$ cat src/rtl/t03_player_pkg.sv
// Shared state encoding for the per-player action sequencer.
// Codes 5-7 are unused and recover to IDLE.
package t03_player_pkg;

  localparam int STATE_W = 3;

  typedef enum logic [STATE_W-1:0] {
    ST_IDLE     = 3'd0,
    ST_ATTACK   = 3'd1,
    ST_BLOCK    = 3'd2,
    ST_COOLDOWN = 3'd3,
    ST_STUN     = 3'd4
  } state_t;

endpackage

$ cat src/rtl/t03_player_action_fsm_if.sv
// Button/collision inputs and per-player status outputs of the action sequencer.
// slave = sequencer side, master = stimulus / game-logic side.
interface t03_player_action_fsm_if #(
  parameter int NUM_PLAYERS = 2
);

  logic                                         finished;
  logic [NUM_PLAYERS-1:0]                       btn_a_n;
  logic [NUM_PLAYERS-1:0]                       btn_b_n;
  logic [NUM_PLAYERS-1:0]                       hit_in;
  logic [t03_player_pkg::STATE_W*NUM_PLAYERS-1:0] player_state;
  logic [NUM_PLAYERS-1:0]                       resting;
  logic [NUM_PLAYERS-1:0]                       attack_active;
  logic [NUM_PLAYERS-1:0]                       block_active;
  logic [NUM_PLAYERS-1:0]                       hit_taken;

  modport slave (
    input  finished, btn_a_n, btn_b_n, hit_in,
    output player_state, resting, attack_active, block_active, hit_taken
  );

  modport master (
    output finished, btn_a_n, btn_b_n, hit_in,
    input  player_state, resting, attack_active, block_active, hit_taken
  );

endinterface

$ cat src/rtl/t03_player_action_ch.sv
// One player channel: state register, frame counter, re-arm flag and registered outputs.
// Everything advances only on frame ticks (i_finished=1).
module t03_player_action_ch
  import t03_player_pkg::*;
#(
  parameter int CNT_W      = 8,
  parameter int ATK_LEN    = 24,
  parameter int ATK_HIT_S  = 8,
  parameter int ATK_HIT_E  = 15,
  parameter int BLK_MAX    = 40,
  parameter int CD_LEN     = 12,
  parameter int STUN_LEN   = 30,
  parameter int B_PRIORITY = 0
) (
  input  logic               clk,
  input  logic               rst,
  input  logic               i_finished,
  input  logic               i_btn_a_n,
  input  logic               i_btn_b_n,
  input  logic               i_hit,
  output logic [STATE_W-1:0] o_state,
  output logic               o_resting,
  output logic               o_attack_active,
  output logic               o_block_active,
  output logic               o_hit_taken
);

  localparam logic [CNT_W-1:0] ATK_LAST  = CNT_W'(ATK_LEN - 1);
  localparam logic [CNT_W-1:0] BLK_LAST  = CNT_W'(BLK_MAX - 1);
  localparam logic [CNT_W-1:0] CD_LAST   = CNT_W'(CD_LEN - 1);
  localparam logic [CNT_W-1:0] STUN_LAST = CNT_W'(STUN_LEN - 1);
  localparam logic [CNT_W-1:0] HIT_S     = CNT_W'(ATK_HIT_S);
  localparam logic [CNT_W-1:0] HIT_E     = CNT_W'(ATK_HIT_E);
  localparam logic [CNT_W-1:0] CNT_MAX   = '1;

  state_t           r_state;
  state_t           w_state_next;
  logic [CNT_W-1:0] r_cnt;
  logic [CNT_W-1:0] w_cnt_next;
  logic             r_armed;
  logic             w_armed_next;
  logic             r_resting;
  logic             r_attack_active;
  logic             r_block_active;
  logic             r_hit_taken;
  logic             w_hit_accept;
  logic             w_a;
  logic             w_b;

  assign w_a = ~i_btn_a_n;
  assign w_b = ~i_btn_b_n;

  always_comb begin
    w_state_next = r_state;
    w_armed_next = r_armed;
    w_hit_accept = 1'b0;
    case (r_state)
      ST_IDLE: begin
        if (r_armed) begin
          if (w_a && w_b) begin
            w_state_next = (B_PRIORITY != 0) ? ST_BLOCK : ST_ATTACK;
          end else if (w_a) begin
            w_state_next = ST_ATTACK;
          end else if (w_b) begin
            w_state_next = ST_BLOCK;
          end
        end else if (!w_a && !w_b) begin
          w_armed_next = 1'b1;
        end
      end
      ST_ATTACK: begin
        if (r_cnt == ATK_LAST) w_state_next = ST_COOLDOWN;
      end
      ST_BLOCK: begin
        if (!w_b || r_cnt == BLK_LAST) w_state_next = ST_COOLDOWN;
      end
      ST_COOLDOWN: begin
        if (r_cnt == CD_LAST) begin
          w_state_next = ST_IDLE;
          w_armed_next = 1'b0;
        end
      end
      ST_STUN: begin
        if (r_cnt == STUN_LAST) begin
          w_state_next = ST_IDLE;
          w_armed_next = 1'b0;
        end
      end
      default: w_state_next = ST_IDLE;
    endcase

    // A hit pre-empts any other transition; blocking and an active stun absorb it.
    if (i_hit && r_state != ST_BLOCK && r_state != ST_STUN) begin
      w_state_next = ST_STUN;
      w_hit_accept = 1'b1;
    end

    if (w_state_next != r_state) begin
      w_cnt_next = '0;
    end else if (r_cnt == CNT_MAX) begin
      w_cnt_next = r_cnt;
    end else begin
      w_cnt_next = r_cnt + 1'b1;
    end
  end

  // Outputs are derived from the next state/counter so they line up with the registered state.
  always_ff @(posedge clk or negedge rst) begin
    if (!rst) begin
      r_state         <= ST_IDLE;
      r_cnt           <= '0;
      r_armed         <= 1'b1;
      r_resting       <= 1'b1;
      r_attack_active <= 1'b0;
      r_block_active  <= 1'b0;
      r_hit_taken     <= 1'b0;
    end else if (i_finished) begin
      r_state         <= w_state_next;
      r_cnt           <= w_cnt_next;
      r_armed         <= w_armed_next;
      r_resting       <= (w_state_next != ST_ATTACK) && (w_state_next != ST_BLOCK);
      r_attack_active <= (w_state_next == ST_ATTACK) && (w_cnt_next >= HIT_S) &&
                         (w_cnt_next <= HIT_E);
      r_block_active  <= (w_state_next == ST_BLOCK);
      r_hit_taken     <= w_hit_accept;
    end
  end

  assign o_state         = r_state;
  assign o_resting       = r_resting;
  assign o_attack_active = r_attack_active;
  assign o_block_active  = r_block_active;
  assign o_hit_taken     = r_hit_taken;

endmodule

$ cat src/rtl/t03_player_action_fsm.sv
// Top of the action sequencer: NUM_PLAYERS independent channels with packed status buses.
// Player p's state code sits at player_state[3p+2:3p].
module t03_player_action_fsm
  import t03_player_pkg::*;
#(
  parameter int NUM_PLAYERS = 2,
  parameter int CNT_W       = 8,
  parameter int ATK_LEN     = 24,
  parameter int ATK_HIT_S   = 8,
  parameter int ATK_HIT_E   = 15,
  parameter int BLK_MAX     = 40,
  parameter int CD_LEN      = 12,
  parameter int STUN_LEN    = 30,
  parameter int B_PRIORITY  = 0
) (
  input  logic                   clk,
  input  logic                   rst,
  t03_player_action_fsm_if.slave bus
);

  logic [STATE_W*NUM_PLAYERS-1:0] w_state;
  logic [NUM_PLAYERS-1:0]         w_resting;
  logic [NUM_PLAYERS-1:0]         w_attack_active;
  logic [NUM_PLAYERS-1:0]         w_block_active;
  logic [NUM_PLAYERS-1:0]         w_hit_taken;

  generate
    for (genvar gi = 0; gi < NUM_PLAYERS; gi++) begin : g_ch
      t03_player_action_ch #(
        .CNT_W      (CNT_W),
        .ATK_LEN    (ATK_LEN),
        .ATK_HIT_S  (ATK_HIT_S),
        .ATK_HIT_E  (ATK_HIT_E),
        .BLK_MAX    (BLK_MAX),
        .CD_LEN     (CD_LEN),
        .STUN_LEN   (STUN_LEN),
        .B_PRIORITY (B_PRIORITY)
      ) u_ch (
        .clk             (clk),
        .rst             (rst),
        .i_finished      (bus.finished),
        .i_btn_a_n       (bus.btn_a_n[gi]),
        .i_btn_b_n       (bus.btn_b_n[gi]),
        .i_hit           (bus.hit_in[gi]),
        .o_state         (w_state[STATE_W*gi +: STATE_W]),
        .o_resting       (w_resting[gi]),
        .o_attack_active (w_attack_active[gi]),
        .o_block_active  (w_block_active[gi]),
        .o_hit_taken     (w_hit_taken[gi])
      );
    end
  endgenerate

  assign bus.player_state  = w_state;
  assign bus.resting       = w_resting;
  assign bus.attack_active = w_attack_active;
  assign bus.block_active  = w_block_active;
  assign bus.hit_taken     = w_hit_taken;

endmodule

$ cat src/flat_wrapper.sv
// flat-port wrapper written by rule: the top's interface ports become plain ports
module t03_player_action_fsm_flat import t03_player_pkg::*;
#(
  parameter int NUM_PLAYERS = 2,
  parameter int CNT_W       = 8,
  parameter int ATK_LEN     = 24,
  parameter int ATK_HIT_S   = 8,
  parameter int ATK_HIT_E   = 15,
  parameter int BLK_MAX     = 40,
  parameter int CD_LEN      = 12,
  parameter int STUN_LEN    = 30,
  parameter int B_PRIORITY  = 0
)
  (clk, rst, bus_finished, bus_btn_a_n, bus_btn_b_n, bus_hit_in, bus_player_state, bus_resting, bus_attack_active, bus_block_active, bus_hit_taken);
  t03_player_action_fsm_if #(.NUM_PLAYERS(NUM_PLAYERS)) bus_i ();
  input  logic clk;
  input  logic rst;
  input wire logic [$bits(bus_i.finished)-1:0] bus_finished;
  input wire logic [$bits(bus_i.btn_a_n)-1:0] bus_btn_a_n;
  input wire logic [$bits(bus_i.btn_b_n)-1:0] bus_btn_b_n;
  input wire logic [$bits(bus_i.hit_in)-1:0] bus_hit_in;
  output wire logic [$bits(bus_i.player_state)-1:0] bus_player_state;
  output wire logic [$bits(bus_i.resting)-1:0] bus_resting;
  output wire logic [$bits(bus_i.attack_active)-1:0] bus_attack_active;
  output wire logic [$bits(bus_i.block_active)-1:0] bus_block_active;
  output wire logic [$bits(bus_i.hit_taken)-1:0] bus_hit_taken;
  assign bus_i.finished = bus_finished;
  assign bus_i.btn_a_n = bus_btn_a_n;
  assign bus_i.btn_b_n = bus_btn_b_n;
  assign bus_i.hit_in = bus_hit_in;
  assign bus_player_state = bus_i.player_state;
  assign bus_resting = bus_i.resting;
  assign bus_attack_active = bus_i.attack_active;
  assign bus_block_active = bus_i.block_active;
  assign bus_hit_taken = bus_i.hit_taken;
  t03_player_action_fsm #(.NUM_PLAYERS(NUM_PLAYERS), .CNT_W(CNT_W), .ATK_LEN(ATK_LEN), .ATK_HIT_S(ATK_HIT_S), .ATK_HIT_E(ATK_HIT_E), .BLK_MAX(BLK_MAX), .CD_LEN(CD_LEN), .STUN_LEN(STUN_LEN), .B_PRIORITY(B_PRIORITY)) u_core (.clk(clk), .rst(rst), .bus(bus_i));
endmodule
$ cat config.mk
export PLATFORM = sky130hd
export DESIGN_NAME = t03_player_action_fsm_flat
export DESIGN_NICKNAME = d
export VERILOG_FILES = /design/src/rtl/t03_player_pkg.sv /design/src/rtl/t03_player_action_fsm_if.sv /design/src/rtl/t03_player_action_ch.sv /design/src/rtl/t03_player_action_fsm.sv /design/src/flat_wrapper.sv
export SDC_FILE = /design/constraint.sdc
export NUM_CORES = 1
export LEC_CHECK = 0
export BUFFER_PORTS_ARGS = -buffer_cell sky130_fd_sc_hd__buf_2
export CORE_UTILIZATION = 34
export DETAILED_ROUTE_END_ITERATION = 10
export MAX_ROUTING_LAYER = met4
export PLACE_DENSITY = 0.63
export RECOVER_POWER = 50
export SLEW_MARGIN = 40
export SYNTH_ARGS = -nofsm -noshare
export SYNTH_HDL_FRONTEND = slang
export SYNTH_SLANG_ARGS = --single-unit
$ cat constraint.sdc
create_clock -name clk -period 2.4 [get_ports clk]
set_clock_uncertainty 0.05 [all_clocks]
set_input_delay 0.36 -clock clk [delete_from_list [all_inputs] [get_ports clk]]
set_output_delay 0.36 -clock clk [all_outputs]
set_load 0.01 [all_outputs]
; After elaboration in Yosys (flattened, before gate mapping)
; Index checks and enable logic that the tools add are counted.
[op_classes]
n_eq_ne = 36
add_sub_neg = 2
magnitude_cmp = 4
bitwise = 4
reduce_logical = 22
mux = 36
[ops]
columns = operator, count
row1 = 3-bit 2-to-1 mux, 18
row2 = 8-bit by 5-bit equality test with 1-bit output (second input constant), 4
row3 = 8-bit 2-to-1 mux, 4
row4 = 3-bit one-hot mux with 5 select lines, 2
row5 = 3-bit by 2-bit equality test with 1-bit output (second input constant), 6
row6 = 8-bit by 1-bit adder with 8-bit output (second input constant), 2
row7 = 8-bit by 4-bit equality test with 1-bit output (second input constant), 2
row8 = 8-bit by 6-bit equality test with 1-bit output (second input constant), 2
row9 = 8-bit equality test (second input constant), 2
row10 = 8-bit by 4-bit greater-or-equal comparator with 1-bit output (second input constant), 2
row11 = 8-bit by 4-bit <= comparator with 1-bit output (second input constant), 2
row12 = 1-bit logical AND, 14
row13 = 3-bit by 1-bit equality test with 1-bit output (second input constant), 4
row14 = 3-bit by 2-bit != test with 1-bit output (second input constant), 4
row15 = 1-bit 2-to-1 mux, 10
row16 = 2-bit != test (second input constant), 4
row17 = 4-bit AND reduction, 2
row18 = 3-bit equality test (second input constant), 2
row19 = 3-bit zero test, 2
row20 = 3-bit by 1-bit != test with 1-bit output (second input constant), 2
row21 = 3-bit != test, 2
row22 = 3-bit != test (second input constant), 2
row23 = 1-bit one-hot mux with 3 select lines, 2
row24 = 3-bit nonzero test, 2
row25 = 2 further kinds, 6
[totals]
elab_cells = 118
inputBits = 9
regBits = 32
out_inout_bits = 14

; Logic depth before layout (Yosys ltp)
[depth]
depth_word = 11
mapped_depth = 8
mapped_depth_nobuf = 8

; By module
; A second synthesis with hierarchy kept.
[hier_totals]
cells_unflattened = 260
area_unflattened_um2 = 2379.8
[by_module_without_submodules]
columns = mod, area_per_inst_um2, cells_per_inst, n_inst, seq_area_each_um2
row1 = t03_player_action_ch, 1189.9, 130, 2, 402.9

; Worst setup path before layout
; OpenSTA, ideal clock, no wires.
[synth_timing]
path_type = reg2reg
start = register u_core.g_ch[0].u_ch.r_cnt[5]
end = register u_core.g_ch[0].u_ch.r_cnt[4]
synth_period_minus_slack_ns = 2.183
stages_incl_launch_ff = 8
arrival_ns = 1.987
slack_ns = 0.217
t_required_ns = 2.203
setup_ns = 0.147
n_path_buf = 1
path_cell_list = dfrtp_1 > buf_6 > or3_4 > or4_4 > a211o_1 > o211ai_2 > and2_2 > a311oi_1
[synth_between]
elab_chain_len = 7
elab_cells_between_ends = 15
cone_classes = eq/ne (6) / mux (8) / reduce/logical (1)
[synth_rtl]
columns = item, line_no
row1 = start: declaration, t03_player_action_ch.sv:38  ; logic [CNT_W-1:0] r_cnt;
row2 = start signal: assignment, t03_player_action_ch.sv:119  ; r_cnt <= w_cnt_next;
row3 = 8-bit by 6-bit equality test with 1-bit output, t03_player_action_ch.sv:75  ; if (!w_b || r_cnt == BLK_LAST) w_state_next = ST_COOLDOWN;
row4 = 1-bit logical OR, t03_player_action_ch.sv:75
row5 = 3-bit 2-to-1 mux, t03_player_action_ch.sv:75
row6 = 3-bit one-hot mux with 5 select lines, t03_player_action_ch.sv:57  ; case (r_state)
row7 = 3-bit 2-to-1 mux, t03_player_action_ch.sv:93  ; if (i_hit && r_state != ST_BLOCK && r_state != ST_STUN) begin
row8 = 3-bit != test, t03_player_action_ch.sv:98  ; if (w_state_next != r_state) begin
row9 = 8-bit 2-to-1 mux (*), t03_player_action_ch.sv:98
; Every way passes the cells marked *; elsewhere a longest branch is shown, timed or not.
; A chain may end at the register's enable or synchronous reset.

; Worst setup path in the final report
[layout_timing]
start = register u_core.g_ch[0].u_ch.r_cnt[7]
end = register u_core.g_ch[0].u_ch.r_cnt[7]
; The elaborated chain is that of the path after synthesis.

==> tab_implementation.tex <==
\begin{tabular}{lr}
\hline
Metric & Value \\
\hline
\multicolumn{2}{l}{\textbf{Status}} \\
Outcome & finished clean \\
\multicolumn{2}{l}{\textbf{Placement}} \\
Dpl hpwl & 3890 µm \\
Number of I/O port buffers & 22 \\
Placer Congestion & 0.923 \\
\multicolumn{2}{l}{\textbf{Clock tree}} \\
Worst-skew pair later-pin latency & 0.29 ns \\
CTS buffer count & 5 \\
Clock net sink count & 32 \\
Clock tree from TritonCTS & done \\
Clock-pin slew on the worst setup and hold paths & 0.07 ns \\
H-tree levels & 2 \\
Clock root buffer master & clkbuf\_8 \\
CTS Buffer Depth & 2 \\
\multicolumn{2}{l}{\textbf{Critical path}} \\
Largest fanout on the critical path & 7 \\
CP required & 2.50 ns \\
Crit path DAT & between 2 and 2.5 ns \\
R2R Path Start & u\_core.g\_ch[0].u\_ch.r\_cnt[7] \\
Critical path startpoint category & flip-flop \\
R2R setup slack & 0.09 ns \\
Kind of critical path & reg2reg \\
Reg2reg end & u\_core.g\_ch[0].u\_ch.r\_cnt[7] \\
Type of element capturing the critical path & flip-flop \\
Path depth of the worst reg2reg path & 6 \\
\multicolumn{2}{l}{\textbf{Global route}} \\
Vias in the first global route & 2040 \\
Pin count of the biggest net entering global routing & 37 \\
First-pass GRT wire length & 9420 µm \\
Number of antenna violations at the first check in global routing & 0 \\
GRT Util Overall & 17.1\% \\
Congestion Overflow GR & 0 \\
\multicolumn{2}{l}{\textbf{Pwr}} \\
Total power consumption of the routed design & roughly 1900 µW \\
P per Cell Area & 723 nW/µm² \\
VDD IR max & 0.000424 V \\
Leak pwr & 0.00109 µW \\
\multicolumn{2}{l}{\textbf{Synthesis}} \\
Portion of the post-synthesis area used by sequential elements & 35.6\% \\
Mapped Area & 2260 µm² \\
Leading register cell type out of synthesis & dfrtp\_1 \\
Cell count after synthesis & 270 \\
Yosys top cell by area & dfrtp\_1 \\
Average cell area after synthesis & 8.39 µm² \\
Total number of yosys warnings & 0 \\
Mapped Nets & 283 \\
Async SR Flop Fraction & 100\% \\
Top cell type's share of synthesized area & 30.9\% \\
Leading cell types by total area after synthesis & dfrtp\_1, dfstp\_2, nand2\_1, a21oi\_1, nor2\_1 \\
Post-synth EDFFs & 0 \\
Synthesized flop and latch total & 32 \\
Post-synth cell types & 64 \\
\multicolumn{2}{l}{\textbf{STA}} \\
Setup repair after global routing missed its margin & no \\
Slew at the pin closest to its max-slew limit & 0.863 ns \\
Final Slew Violations & 0 \\
Clock period minus final worst setup slack & 2.31 ns \\
Fmax & 0.433 GHz \\
Final setup fails & 0 \\
Hold Fails Final Rpt & 0 \\
Max-Slew Margin vs Limit & 42.5\% \\
Final TNS setup & 0 ns \\
Period utilisation layout & between 90 and 100\% \\
\multicolumn{2}{l}{\textbf{Die}} \\
Placement Rows & 29 \\
IO Count & 23 \\
Placeable core area & $\sim$6400 µm² \\
DIE WIDTH & 83.6 µm \\
Starting density of the core & a little over a third \\
Die H & 83.6 µm \\
Die ar. & about 7000 µm² \\
\multicolumn{2}{l}{\textbf{Hold path}} \\
Number of cells on the worst hold path & 3 \\
Worst Hold Launch & bus\_btn\_b\_n[1] \\
Class of the tightest hold or removal check & in2reg \\
Hold Crit Endpoint & u\_core.g\_ch[1].u\_ch.r\_armed \\
\multicolumn{2}{l}{\textbf{Routing}} \\
Drt drc & 0 \\
Residual antenna-violating net count after detailed routing & 0 \\
Via count normalized by instance count & 5.67 \\
Iteration-0 DRC Markers & 130 \\
Met1 wire length & 2580 µm \\
DR WL met3 & 231 µm \\
Routed via count & 2116 \\
Detailed Route WL & 5510 µm \\
Routed length on met2 & 2590 µm \\
First-pass iteration count of the detailed router & 6 \\
Drt wl/cell & 14.8 µm \\
Top routing layer in use & met4 \\
\multicolumn{2}{l}{\textbf{Finish}} \\
Top library cells by usage in the layout, fill and taps aside & dfrtp\_1, nand2\_1, nor2\_1 \\
Most frequent standard cell in the layout excluding fill and tap cells & dfrtp\_1 \\
Ant diodes & 0 \\
Layout overhead on the synthesized area & 15.7\% \\
Number of nets in the layout & 308 \\
Final core utilization & about two fifths \\
Fraction of final layout cells sized beyond drive strength 1 & 23.3\% \\
Final-layout fill cell count & approximately 640 \\
\multicolumn{2}{l}{\textbf{Run}} \\
Max-cap violation count & 0 \\
\hline
\end{tabular}
## sequential cells by signal, indices dropped and copies added (netlist names)
register	count
u_core.g_ch.u_ch.o_attack_active	2
u_core.g_ch.u_ch.r_cnt	16
u_core.g_ch.u_ch.o_block_active	2
u_core.g_ch.u_ch.o_resting	2
u_core.g_ch.u_ch.o_state	6
u_core.g_ch.u_ch.r_armed	2
u_core.g_ch.u_ch.o_hit_taken	2
## how the worst max path moves through the flow
stage / start / to / slack, ns / cells after the start
final: u_core.g_ch[0].u_ch.r_cnt[7] / u_core.g_ch[0].u_ch.r_cnt[7] / 0.09 / 6
after global placement: u_core.g_ch[0].u_ch.r_cnt[7] / u_core.g_ch[0].u_ch.r_cnt[7] / 0.07 / 6
after global routing: u_core.g_ch[1].u_ch.r_cnt[7] / u_core.g_ch[1].u_ch.o_attack_active / 0.0001 / 7
after CTS: u_core.g_ch[0].u_ch.r_cnt[7] / u_core.g_ch[0].u_ch.r_cnt[7] / 0.06 / 6
after floorplan: u_core.g_ch[0].u_ch.r_cnt[5] / u_core.g_ch[0].u_ch.r_cnt[4] / 0.22 / 7
after detailed placement: u_core.g_ch[0].u_ch.r_cnt[7] / u_core.g_ch[0].u_ch.r_cnt[7] / 0.07 / 6
## per-stage QoR
step / cell area (µm²) / hold slack [ns] / instances / setup WS (ns)
2_1_floorplan: 2260 / 0.0144 / 270 / 0.217
3_3_place_gp: 2490 / 0.415 / 364 / 0.0711
3_5_place_dp: 2490 / 0.420 / 364 / 0.0701
4_1_cts: 2620 / 0.112 / 372 / 0.0625
5_1_grt: 2620 / 0.340 / 373 / 0.000145
6_report: 2620 / 0.319 / 373 / 0.0923
## power by group
part | total [µW] | leakage, µW | internal, µW | switching (µW)
registers | 730 | 0.000414 | 633 | 97.1
clock network | 588 | 0.0000645 | 366 | 221
logic | 579 | 0.000611 | 273 | 306
## cell usage after synthesis (all sizes together), types with 5 or more instances
library cell  count
a31oi            10
o21a              5
nand2b            5
dfrtp            28
a211oi            6
nor3             15
inv               9
clkbuf           13
nor2             22
nand2            24
buf              13
a21oi            17
nand3             8
o21ai            11
## area by class of cell
class	count	area, µm²	area share (%)
tap	77	96.3	3.68
multi-input combinational	203	1290	49.1
clock inverter	1	30.0	1.15
timing repair buffer	44	272	10.4
sequential	32	806	30.7
clock buffer	7	96.3	3.68
inverter	9	33.8	1.29
## metal layers
| metal | up-vias | track usage [%] |
|---|---|---|
| li1 | 1046 | - |
| met3 | 9 | 2.97 |
| met1 | 1006 | 22.5 |
| met5 | - | - |
| met2 | 55 | 26.1 |
| met4 | 0 | 6.93 |
## worst max-delay path: stages, from the launching register on
cell and delay (ns):
dfrtp_1 0.43, or3_4 0.42, or4_4 0.53, a211o_1 0.28, o211ai_2 0.17, and2_4 0.23, a311oi_1 0.05
## repair_timing
| item | 4_1_cts | 5_1_grt |
|---|---|---|
| endpoints found under the hold margin | 0 | 18 |
| setup endpoints to repair | 0 | 8 |
| setup buffers | 0 | 0 |
| gates resized for setup | 0 | 2 |
| hold buffers | 0 | 1 |
## cells by family after synthesis
family	share of synthesized area, %
XOR/XNOR	0.387
AO/OA/AOI/OAI	27.5
AND/OR/NAND/NOR	25.7
multiplexers	0.939
buffers and inverters	7.62
flip-flops	35.6
adder cells (fa/ha/maj)	2.21
(Power assumes the default switching activity.)
